[src/rtl/seq_detect_param_if.sv]
// Port bundle for the parametrised serial-pattern detector.
// Both ends must use the same PAT_W and CNT_W as the detector they connect to.
interface seq_detect_param_if #(
  parameter int PAT_W = 4,
  parameter int CNT_W = 8
);
  // en qualifies inp for one cycle; there is no ready, so the detector always accepts a valid bit.
  logic             en;
  logic             inp;
  logic             load;
  logic [PAT_W-1:0] pat_in;
  logic             clr_cnt;
  logic             outp;
  logic [PAT_W-1:0] pattern;
  logic [CNT_W-1:0] match_cnt;
  logic             cnt_sat;

  modport master (
    output en, inp, load, pat_in, clr_cnt,
    input  outp, pattern, match_cnt, cnt_sat
  );

  modport slave (
    input  en, inp, load, pat_in, clr_cnt,
    output outp, pattern, match_cnt, cnt_sat
  );
endinterface

[src/rtl/seq_detect_param.sv]
// Mealy serial-pattern detector with a reloadable pattern, selectable overlap mode
// and a saturating match counter with a sticky saturation flag.
module seq_detect_param #(
  parameter int               PAT_W       = 4,
  parameter logic [PAT_W-1:0] RST_PATTERN = 4'b1011,
  parameter bit               OVERLAP     = 1'b1,
  parameter int               CNT_W       = 8
) (
  input logic               clk,
  input logic               rst,
  seq_detect_param_if.slave bus
);
  localparam int               FILL_W   = $clog2(PAT_W);
  localparam logic [FILL_W-1:0] FILL_MAX = FILL_W'(PAT_W - 1);

  logic [PAT_W-2:0]  hist;
  logic [FILL_W-1:0] fill;
  logic [PAT_W-1:0]  pattern;
  logic [CNT_W-1:0]  match_cnt;
  logic              cnt_sat;
  logic              match;

  // The incoming bit completes the window, so a match is flagged in the same cycle.
  assign match = !rst && bus.en && !bus.load && (fill == FILL_MAX)
                 && ({hist, bus.inp} == pattern);

  assign bus.outp      = match;
  assign bus.pattern   = pattern;
  assign bus.match_cnt = match_cnt;
  assign bus.cnt_sat   = cnt_sat;

  always_ff @(posedge clk or posedge rst) begin
    if (rst) begin
      hist      <= '0;
      fill      <= '0;
      pattern   <= RST_PATTERN;
      match_cnt <= '0;
      cnt_sat   <= 1'b0;
    end else begin
      if (bus.load) begin
        pattern <= bus.pat_in;
        hist    <= '0;
        fill    <= '0;
      end else if (bus.en) begin
        hist <= {hist[PAT_W-3:0], bus.inp};
        if (match && !OVERLAP) begin
          fill <= '0;
        end else if (fill != FILL_MAX) begin
          fill <= fill + FILL_W'(1);
        end
      end

      // The counter sees every edge, including load cycles (where match is already 0).
      if (bus.clr_cnt) begin
        match_cnt <= {{(CNT_W-1){1'b0}}, match};
        cnt_sat   <= 1'b0;
      end else if (match) begin
        if (match_cnt != '1) begin
          match_cnt <= match_cnt + CNT_W'(1);
        end else begin
          cnt_sat <= 1'b1;
        end
      end
    end
  end
endmodule
[src/flat_wrapper.sv]
// flat-port wrapper written by rule: the top's interface ports become plain ports
module seq_detect_param_flat 
#(
  parameter int               PAT_W       = 4,
  parameter logic [PAT_W-1:0] RST_PATTERN = 4'b1011,
  parameter bit               OVERLAP     = 1'b1,
  parameter int               CNT_W       = 8
)
  (clk, rst, bus_en, bus_inp, bus_load, bus_pat_in, bus_clr_cnt, bus_outp, bus_pattern, bus_match_cnt, bus_cnt_sat);
  seq_detect_param_if #(.PAT_W(PAT_W), .CNT_W(CNT_W)) bus_i ();
  input logic clk;
  input logic rst;
  input wire logic [$bits(bus_i.en)-1:0] bus_en;
  input wire logic [$bits(bus_i.inp)-1:0] bus_inp;
  input wire logic [$bits(bus_i.load)-1:0] bus_load;
  input wire logic [$bits(bus_i.pat_in)-1:0] bus_pat_in;
  input wire logic [$bits(bus_i.clr_cnt)-1:0] bus_clr_cnt;
  output wire logic [$bits(bus_i.outp)-1:0] bus_outp;
  output wire logic [$bits(bus_i.pattern)-1:0] bus_pattern;
  output wire logic [$bits(bus_i.match_cnt)-1:0] bus_match_cnt;
  output wire logic [$bits(bus_i.cnt_sat)-1:0] bus_cnt_sat;
  assign bus_i.en = bus_en;
  assign bus_i.inp = bus_inp;
  assign bus_i.load = bus_load;
  assign bus_i.pat_in = bus_pat_in;
  assign bus_i.clr_cnt = bus_clr_cnt;
  assign bus_outp = bus_i.outp;
  assign bus_pattern = bus_i.pattern;
  assign bus_match_cnt = bus_i.match_cnt;
  assign bus_cnt_sat = bus_i.cnt_sat;
  seq_detect_param #(.PAT_W(PAT_W), .RST_PATTERN(RST_PATTERN), .OVERLAP(OVERLAP), .CNT_W(CNT_W)) u_core (.clk(clk), .rst(rst), .bus(bus_i));
endmodule
[config.mk]
export PLATFORM = sky130hd
export DESIGN_NAME = seq_detect_param_flat
export DESIGN_NICKNAME = d
export VERILOG_FILES = /design/src/rtl/seq_detect_param_if.sv /design/src/rtl/seq_detect_param.sv /design/src/flat_wrapper.sv
export SDC_FILE = /design/constraint.sdc
export NUM_CORES = 1
export LEC_CHECK = 0
export CAP_MARGIN = 20
export CORE_MARGIN = 2
export CORE_UTILIZATION = 30
export DETAILED_ROUTE_END_ITERATION = 12
export SETUP_SLACK_MARGIN = 0.15
export SYNTH_ARGS = -nofsm -noshare
export SYNTH_HDL_FRONTEND = slang
export SYNTH_SLANG_ARGS = --single-unit
[constraint.sdc]
create_clock -name clk -period 2.26 [get_ports clk]
set_clock_uncertainty 0.1 [all_clocks]
set_input_delay 0.339 -clock clk [delete_from_list [all_inputs] [get_ports clk]]
set_output_delay 0.339 -clock clk [all_outputs]
set_load 0.02 [all_outputs]
==> results of run 1 <==
[what timing repair did]
| action | in CTS | in global routing |
|---|---|---|
| pin swaps | 0 | 1 |
| endpoints found under the setup margin | 1 | 4 |
| cloned | 0 | 0 |
| gates resized for setup | 4 | 4 |
| setup buffers | 1 | 1 |
[worst max-delay path: cells and delay by family (launching register included)]
| kind | cells | cell delay [ns] |
|---|---|---|
| muxes | 1 | 0.32 |
| AOI/OAI and AO/OA | 1 | 0.09 |
| and+or+nand+nor | 2 | 0.71 |
| adders and majority gates | 1 | 0.19 |
| buffers and inverters | 1 | 0.12 |
| DFF | 1 | 0.38 |
[metal layers]
layer  wire length (um)  share of wire, %
met1                960                45
met2               1039                49
met3                120               5.7
met4                  0                 0
met5                  0                 0
[power by group through the flow]
stage / clock network [W] / registers [W] / logic, W
after detailed placement: 0 / 0.000361 / 0.000119
after global placement: 0 / 0.000360 / 0.000117
after floorplan: 0 / 0.000369 / 0.0000546
after CTS: 0.000181 / 0.000354 / 0.000123
final: 0.000171 / 0.000354 / 0.000125
after global routing: 0.000190 / 0.000356 / 0.000137
[registers in the layout, indices dropped and copies added, names as in the netlist]
| name | count |
|---|---|
| u_core.fill | 2 |
| u_core.bus.pattern | 4 |
| u_core.hist | 3 |
| u_core.bus.match_cnt | 8 |
| u_core.bus.cnt_sat | 1 |
[path summary, 6_finish.rpt]
| kind | start | endpoint | slack [ns] |
|---|---|---|---|
| min in group clk | u_core.bus.cnt_sat | u_core.bus.cnt_sat | 0.43 |
| max in group asynchronous | rst | u_core.bus.cnt_sat | 1.21 |
| worst max register to register | u_core.fill[0] | u_core.bus.match_cnt[7] | 0.24 |
| worst min register to register | u_core.bus.cnt_sat | u_core.bus.cnt_sat | 0.43 |
| worst max-delay path | u_core.fill[0] | u_core.bus.match_cnt[7] | 0.24 |
| worst min-delay path | rst | u_core.fill[1] | 0.37 |
[kinds of logic after synthesis]
group           Yosys count
buf+inv                   8
flops                    18
xor+xnor                  5
compound gates           17
fa+ha+maj                 2
mux                       9
simple gates             30
[cell usage after synthesis, types with 2 or more instances]
library cell,count,area share (%)
o31ai_1,4,3.1
a21oi_1,5,2.6
o21a_1,2,1.6
dfrtp_1,15,39
inv_1,4,1.6
nand4_1,2,1.3
nand3_1,4,2.1
mux2i_1,4,4.2
dfstp_2,3,8.2
ha_1,2,2.6
and2_1,2,1.3
nor2b_1,3,2.0
a31oi_1,3,2.0
nor2_1,8,3.1
or4_1,5,3.9
mux2_2,4,4.7
xnor2_1,4,3.7
[cells in the final DEF (no fill, tap or decap), drive strengths merged]
master         count
a31oi              3
o21a               2
clkbuf             4
or3                1
nor2               8
dfrtp             15
buf               11
o21ai              1
o211ai             1
and2               3
mux2i              4
xnor2              5
dfstp              3
or4                5
and4bb             1
a311oi             1
clkdlybuf4s50     22
o31ai              4
nor3               1
nand4              2
nand3              4
a21oi              5
nor2b              3
and4               1
and3               1
mux2               5
inv                4
ha                 2
[area by class of cell]
type	instances	area share (%)
clock buffers	4	1.979
inverters	4	1.131
multi-input cells	63	35.72
flip-flops and latches	18	34.21
well taps	44	4.147
repair buffers	33	22.81
[metrics by stage]
stage          instances  setup TNS [ns]  util [%]
2_1_floorplan         89               0         -
3_3_place_gp         160         -0.1696     41.93
3_5_place_dp         160         -0.2183     41.93
4_1_cts              165               0     42.87
5_1_grt              166               0     43.48
6_report             166               0     43.48
==> results.toml, run 1 <==
[synth]
synth_mux_area_share_pct = 10.05
synth_top_family_by_area = "simple AND/OR/NAND/NOR gates"
synthArstFlopShare_pct = 100.0
seq_area_frac_synth_pct = 47.39
synthXorXnorAreaFrac_pct = 5.352
dominantRegCellSynth = "dfrtp_1"
synth-compound-area-share_pct = 12.01
yosys.area_share.adder_pct = 2.611
synthCells = 89
synth_edf_count = 0
synth_warnings = 0
synth_simple_gate_area_share_pct = 18.54
ys_types = 32
ys_ff_latch = 18
synth_area_sq_um = 958.4
syn_avg_cell_area_sq_um = 10.77
synth_fp_nets = 101

[routing]
wl_per_cell_um = 12.77
via_per_inst = 4.910
drc_errors = 0
wl_um = 2120
first_pass_iters = 4
route.vias.total = 815
antenna_left = 0
drtIter0Drc = 38

[placed_design]
gp_congestion = 0.8455
dp_hpwl_um = 1557
portBuffers = 23
place_ws_ns = -0.1572
dpl-instance-area_sq_um = 1280

[critical_path]
cpPeakStageDelay_ns = 0.49
critPathLaunchType = "flop"
critPathKind = "reg -> reg"
worstSetupEndpointType = "flop"
crit_fanout = 2
crit_slowest_cell = "or4_4"
path_cells = "ha_2 > and4bb_1 > buf_4 > o211ai_2 > or4_4 > mux2_1"
r2r_cells = 6
required_ns = 2.34
cp.arrival_ns = 2.10

[layout]
antenna_cells = 0
fill_cells = 331
areaGrowthSynthToFinish_pct = 38.51
layout-drive-gt1-share_pct = 22.13
stdcell_area_sq_um = 1328
fin_nets = 135
multiInputGateArea_sq_um = 474.2
ff_latch_area_sq_um = 454.2

[timing]
tightest_slew_ns = 0.7357
slew_headroom_pct = 50.90
rsz0062_at_grt = "no"
final_max_slew_viol_count = 0
fin_crit_ns = 2.024
hold_viol = 0
fin_ws_ns = 0.2359
final-setup-viol-count = 0
hold_ws_ns = 0.3742
fin_crit_sh_pct = 89.56
fmax_mhz = 494.1

[global_routing]
grt_antenna_before_repair = 0
grt_max_degree = 19
grt-ovfl-total = 0
grt_usage_pct = 12.84
grt_pass1_wl_um = 3601
met1_usage_pct = 17.24
grt_busiest_layer = "met2"
grt_pass1_vias = 838
met3_usage_pct = 1.919
grtUsageMet2_pct = 21.43

[floorplan]
ios = 24
initial_core_util_pct = 31.39
die_w_um = 60.52
die_y_um = 60.52
dieArea_sq_um = 3663
core_sq_um = 3053
placementRows = 20

[power_and_ir_drop]
p_int_w = 0.0004782
cellLeakagePower_nw = 0.5549
p_comb_share_pct = 19.2
power_frac_seq_pct = 54.5
p_sw_w = 0.0001721
worst_ir_drop_vdd_mv = 0.2647
power_w = 0.0006504
p_sw_share_pct = 26.47
p_clk_share_pct = 26.3
powerDensity_nw_per_um2 = 489.9

[clocking]
htreeDepth = 1
worstSkewPairLatency_ns = 0.29
cts_buffers = 3
postCtsHoldBufs = 0
cts.sinks = 18
root_buffer = "clkbuf_4"
clk_path_buf_depth = 2
cts_tree = "yes"
cts.clk_slew.worst_paths_ns = 0.11

[status]
run_status = "completed"

[worst_hold_path]
hold_class = "in -> async"

[job]
drv_cap = 0
Power figures use the tool's default switching activity.
==> inputs of run 2 (changes only) <==
--- a/config.mk
+++ b/config.mk
@@ -10,4 +10,6 @@
 export CORE_UTILIZATION = 30
 export DETAILED_ROUTE_END_ITERATION = 12
+export GPL_TIMING_DRIVEN = 0
+export MAX_ROUTING_LAYER = met4
 export SETUP_SLACK_MARGIN = 0.15
 export SYNTH_ARGS = -nofsm -noshare
==> constraint.sdc (replaced) <==
create_clock -name clk -period 2.26 [get_ports clk]
set_clock_uncertainty 0.1 [all_clocks]
set_input_delay 0.452 -clock clk [delete_from_list [all_inputs] [get_ports clk]]
set_output_delay 0.452 -clock clk [all_outputs]
set_load 0.02 [all_outputs]
==> results.toml, run 2 (synthesis gave the netlist of run 1 again) <==
[status]
run_status = "completed"

[power_and_ir_drop]
power_w = 0.0006419
p_int_w = 0.0004701
worst_ir_drop_vdd_mv = 0.4022
p_comb_share_pct = 18.1
powerDensity_nw_per_um2 = 486.8
power_frac_seq_pct = 55.2
cellLeakagePower_nw = 0.5529
p_clk_share_pct = 26.7
p_sw_w = 0.0001718
p_sw_share_pct = 26.77

[routing]
via_per_inst = 4.927
antenna_left = 0
route.vias.total = 808
first_pass_iters = 4
drc_errors = 0
drtIter0Drc = 21
wl_per_cell_um = 13.01
wl_um = 2133

[global_routing]
grt_pass1_vias = 853
grt_usage_pct = 13.28
grt_antenna_before_repair = 0
grt_max_degree = 19
grt-ovfl-total = 0
grt_pass1_wl_um = 3650

[placed_design]
place_ws_ns = -0.5856
gp_congestion = 0.8313
dp_hpwl_um = 1512
portBuffers = 21

[critical_path]
r2r_cells = 6
required_ns = 1.71
path_cells = "ha_2 > and4bb_1 > and2_4 > and2_4 > buf_6"
worstSetupEndpointType = "output pin"
cpPeakStageDelay_ns = 0.41
regToRegSetupSlack_ns = 0.24
r2r-end = "u_core.bus.match_cnt[7]"
critPathKind = "reg -> out"
crit_fanout = 2
startpoint = "u_core.fill[0]"
critPathLaunchType = "flop"
crit_slowest_cell = "dfrtp_1"
timing.rr.start = "u_core.fill[0]"
endpoint = "bus_outp"
cpMostUsedCell = "and2_4"
cp.arrival_ns = 1.50

[clocking]
cts.sinks = 18
cts_buffers = 3
cts.clk_slew.worst_paths_ns = 0.12
clk_path_buf_depth = 2
cts_tree = "yes"
root_buffer = "clkbuf_4"
worstSkewPairLatency_ns = 0.30
htreeDepth = 1

[floorplan]
core_sq_um = 3053
ios = 24
dieArea_sq_um = 3663
die_y_um = 60.52
die_w_um = 60.52
initial_core_util_pct = 31.39
placementRows = 20

[layout]
top_regs = "u_core.bus.match_cnt: 8 flops, u_core.bus.pattern: 4 flops, u_core.hist: 3 flops"
antenna_cells = 0
fin_nets = 133
largest_register_ffs = 8
mostFrequentLayoutCells = "clkdlybuf4s50_1, dfrtp_1, nor2_1"
largest_register = "u_core.bus.match_cnt"
layout-drive-gt1-share_pct = 23.33
utilization_pct = 43.20
final_common_cell = "clkdlybuf4s50_1"
areaGrowthSynthToFinish_pct = 37.60

[timing]
fmax_mhz = 486.5
final-setup-viol-count = 0
rsz0062_at_grt = "yes"
slew_headroom_pct = 52.74
fin_ws_ns = 0.2045
fin_crit_sh_pct = 90.95
fin_crit_ns = 2.055
hold_viol = 0
final_max_slew_viol_count = 0
tightest_slew_ns = 0.7081
tns_ns = 0

[worst_hold_path]
hold_class = "in -> reg"

[job]
drv_cap = 0
## run 2: cell types whose count changed in the layout (fill, tap and decap cells not counted), sizes merged
| cell | previous run | this run |
|---|---|---|
| dlygate4sd2 | 0 | 3 |
| buf | 11 | 10 |
| clkbuf | 4 | 5 |
| clkdlybuf4s50 | 22 | 17 |
## run 2: critical path, delay by kind of cell, from the launching register on
| family | cells | cell delay (ns) |
|---|---|---|
| buf+inv | 1 | 0.12 |
| fa+ha+maj | 1 | 0.17 |
| flops | 1 | 0.41 |
| simple gates | 3 | 0.50 |
## run 2: what timing repair did
| action | CTS | global route |
|---|---|---|
| gates cloned | 0 | 0 |
| pin swaps | 2 | 2 |
| resized for setup | 14 | 2 |
| hold buffers | 0 | 0 |
| buffers inserted | 4 | 2 |
| setup endpoints to repair | 3 | 2 |
## run 2: how the worst min path moves through the flow
| stage | startpoint | end | slack, ns | depth (start not counted) |
|---|---|---|---|---|
| detailed placement | u_core.bus.cnt_sat | u_core.bus.cnt_sat | 0.41 | 2 |
| global placement | u_core.bus.cnt_sat | u_core.bus.cnt_sat | 0.40 | 2 |
| floorplan | rst | u_core.bus.cnt_sat | 0.29 | 1 |
| finish | bus_load | u_core.fill[0] | 0.24 | 2 |
| CTS | bus_load | u_core.fill[0] | 0.24 | 2 |
| global route | bus_load | u_core.fill[0] | 0.23 | 2 |
## run 2: power groups by stage
stage               Clock, W  Sequential [W]  Combinational (W)
global placement           0        0.000360           0.000105
finish              0.000171        0.000355           0.000116
detailed placement         0        0.000360           0.000107
global route        0.000195        0.000357           0.000129
CTS                 0.000179        0.000355           0.000116
floorplan                  0        0.000369          0.0000546
## run 2: layout make-up
| type | count | area [sq um] |
|---|---|---|
| tap | 44 | 55.05 |
| timing repair buffer | 27 | 252.7 |
| sequential | 18 | 454.2 |
| clock buffer | 4 | 26.28 |
| fill | 325 | 1734 |
| buffer | 4 | 23.77 |
| multi-input combinational | 63 | 491.7 |
| inverter | 4 | 15.01 |
## run 2: metal layers
layer | vias to the layer above | GRT usage (%) | wire length [um]
li1 | 388 | - | -
met1 | 390 | 16.01 | 954
met2 | 30 | 22.67 | 1036
met3 | 0 | 4.051 | 142
met4 | 0 | 1.553 | 0
met5 | - | - | 0
## run 2: stage by stage
| stage | instances | hold WS, ns | area, sq um |
|---|---|---|---|
| 2_1_floorplan | 89 | 0.2884 | 958.4 |
| 6_report | 164 | 0.2442 | 1319 |
| 3_3_place_gp | 154 | 0.3975 | 1224 |
| 3_5_place_dp | 154 | 0.4086 | 1224 |
| 4_1_cts | 162 | 0.2401 | 1296 |
| 5_1_grt | 164 | 0.2337 | 1319 |
==> inputs of run 3 (changes only) <==
CORE_UTILIZATION = 40   (was 30)
PLACE_DENSITY = 0.67   (was unset)
==> results.toml, run 3 (synthesis gave the netlist of run 1 again) <==
[routing]
wl_um = 1963
wl_per_cell_um = 13.35
drtIter0Drc = 7
first_pass_iters = 4
via_per_inst = 5.442
route.vias.total = 800
drc_errors = 0
antenna_left = 0

[status]
run_status = "completed"

[clocking]
root_buffer = "clkbuf_4"
clk_path_buf_depth = 2
cts_tree = "yes"
htreeDepth = 1
cts.clk_slew.worst_paths_ns = 0.11
worstSkewPairLatency_ns = 0.29
cts_buffers = 3
cts.sinks = 18

[floorplan]
die_w_um = 52.95
core_sq_um = 2233
initial_core_util_pct = 42.91
dieArea_sq_um = 2804
placementRows = 17
die_y_um = 52.95
ios = 24

[placed_design]
gp_congestion = 0.8193
dp_hpwl_um = 1426
portBuffers = 21

[power_and_ir_drop]
powerDensity_nw_per_um2 = 517.3
power_w = 0.0006719
worst_ir_drop_vdd_mv = 0.3236
cellLeakagePower_nw = 0.5594

[timing]
fin_crit_ns = 2.067
fin_crit_sh_pct = 91.48
rsz0062_at_grt = "yes"
hold_viol = 0
tns_ns = 0
tightest_slew_ns = 0.6925
final_max_slew_viol_count = 0
slew_headroom_pct = 53.78
fmax_mhz = 483.7
final-setup-viol-count = 0

[critical_path]
cp.arrival_ns = 1.52
critPathLaunchType = "flop"
required_ns = 1.71
worstSetupEndpointType = "output pin"
crit_fanout = 2
critPathKind = "reg -> out"

[layout]
mostFrequentLayoutCells = "clkdlybuf4s50_1, dfrtp_1, nor2_1"
top_regs = "u_core.bus.match_cnt: 8 flops, u_core.bus.pattern: 4 flops, u_core.hist: 3 flops"
antenna_cells = 0
fin_nets = 132
layout-drive-gt1-share_pct = 22.69
final_common_cell = "clkdlybuf4s50_1"
largest_register = "u_core.bus.match_cnt"
largest_register_ffs = 8
areaGrowthSynthToFinish_pct = 35.51
utilization_pct = 58.15

[global_routing]
grt_max_degree = 19
grt_pass1_wl_um = 3346
grt-ovfl-total = 0
grt_pass1_vias = 800
grt_antenna_before_repair = 0
grt_usage_pct = 16.81

[job]
drv_cap = 0

[worst_hold_path]
hold_class = "in -> reg"
==> run 3: routing by layer <==
layer  track usage, %  vias up  part of all wire, %
li1                 -      387                    -
met1            19.57      389                   42
met2            28.13       20                   51
met3            2.825        4                  4.9
met4            8.120        0                  1.2
met5                -        -                    0
==> run 3: cell type report <==
| class | instances | area, sq um |
|---|---|---|
| plain buffers | 4 | 25.02 |
| clock buffers | 4 | 36.28 |
| fillers | 196 | 934.6 |
| inverters | 4 | 15.01 |
| multi-input cells | 63 | 484.2 |
| flip-flops and latches | 18 | 454.2 |
| well taps | 28 | 35.03 |
| repair buffers | 26 | 249.0 |
==> run 3: worst paths after layout <==
| path | cells after the start | slack [ns] | endpoint | from |
|---|---|---|---|---|
| setup / recovery | 5 | 0.19 | bus_outp | u_core.fill[1] |
| setup reg to reg | 6 | 0.21 | u_core.bus.match_cnt[7] | u_core.fill[1] |
| max in group asynchronous | 2 | 1.31 | u_core.hist[1] | rst |
| min in group asynchronous | 2 | 0.30 | u_core.fill[0] | rst |
| hold reg to reg | 2 | 0.41 | u_core.bus.cnt_sat | u_core.bus.cnt_sat |
| hold / removal | 2 | 0.25 | u_core.fill[0] | bus_load |
==> run 3: critical path, cell delays in order, from the launching register on <==
cell and delay, ns:
dfrtp_1 0.40, ha_2 0.19, and4bb_1 0.22, and2_4 0.14, and2_4 0.13, buf_6 0.12
==> run 3: metrics by stage <==
step / hold WS, ns / setup WS (ns) / area (sq um) / instances
6_report: 0.2491 / 0.1927 / 1299 / 147
5_1_grt: 0.2399 / 0.1462 / 1299 / 147
4_1_cts: 0.2484 / 0.1512 / 1280 / 146
3_5_place_dp: 0.3932 / -0.5854 / 1204 / 138
3_3_place_gp: 0.3947 / -0.5667 / 1204 / 138
2_1_floorplan: 0.2884 / 0.3097 / 958.4 / 89
==> run 3: power breakdown <==
group          internal [W]  switching, W  total (W)  leakage (nW)
registers          0.000340     0.0000139   0.000354         0.235
clock network     0.0000981      0.000101   0.000199        0.0210
logic             0.0000632     0.0000554   0.000119         0.303
==> run 3: repair_timing <==
| item | CTS | global route |
|---|---|---|
| gates resized for setup | 12 | 4 |
| hold endpoints to repair | 0 | 0 |
| setup endpoints to repair | 3 | 4 |
| hold buffers | 0 | 0 |
| buffers inserted | 4 | 1 |
| pin swaps | 2 | 2 |
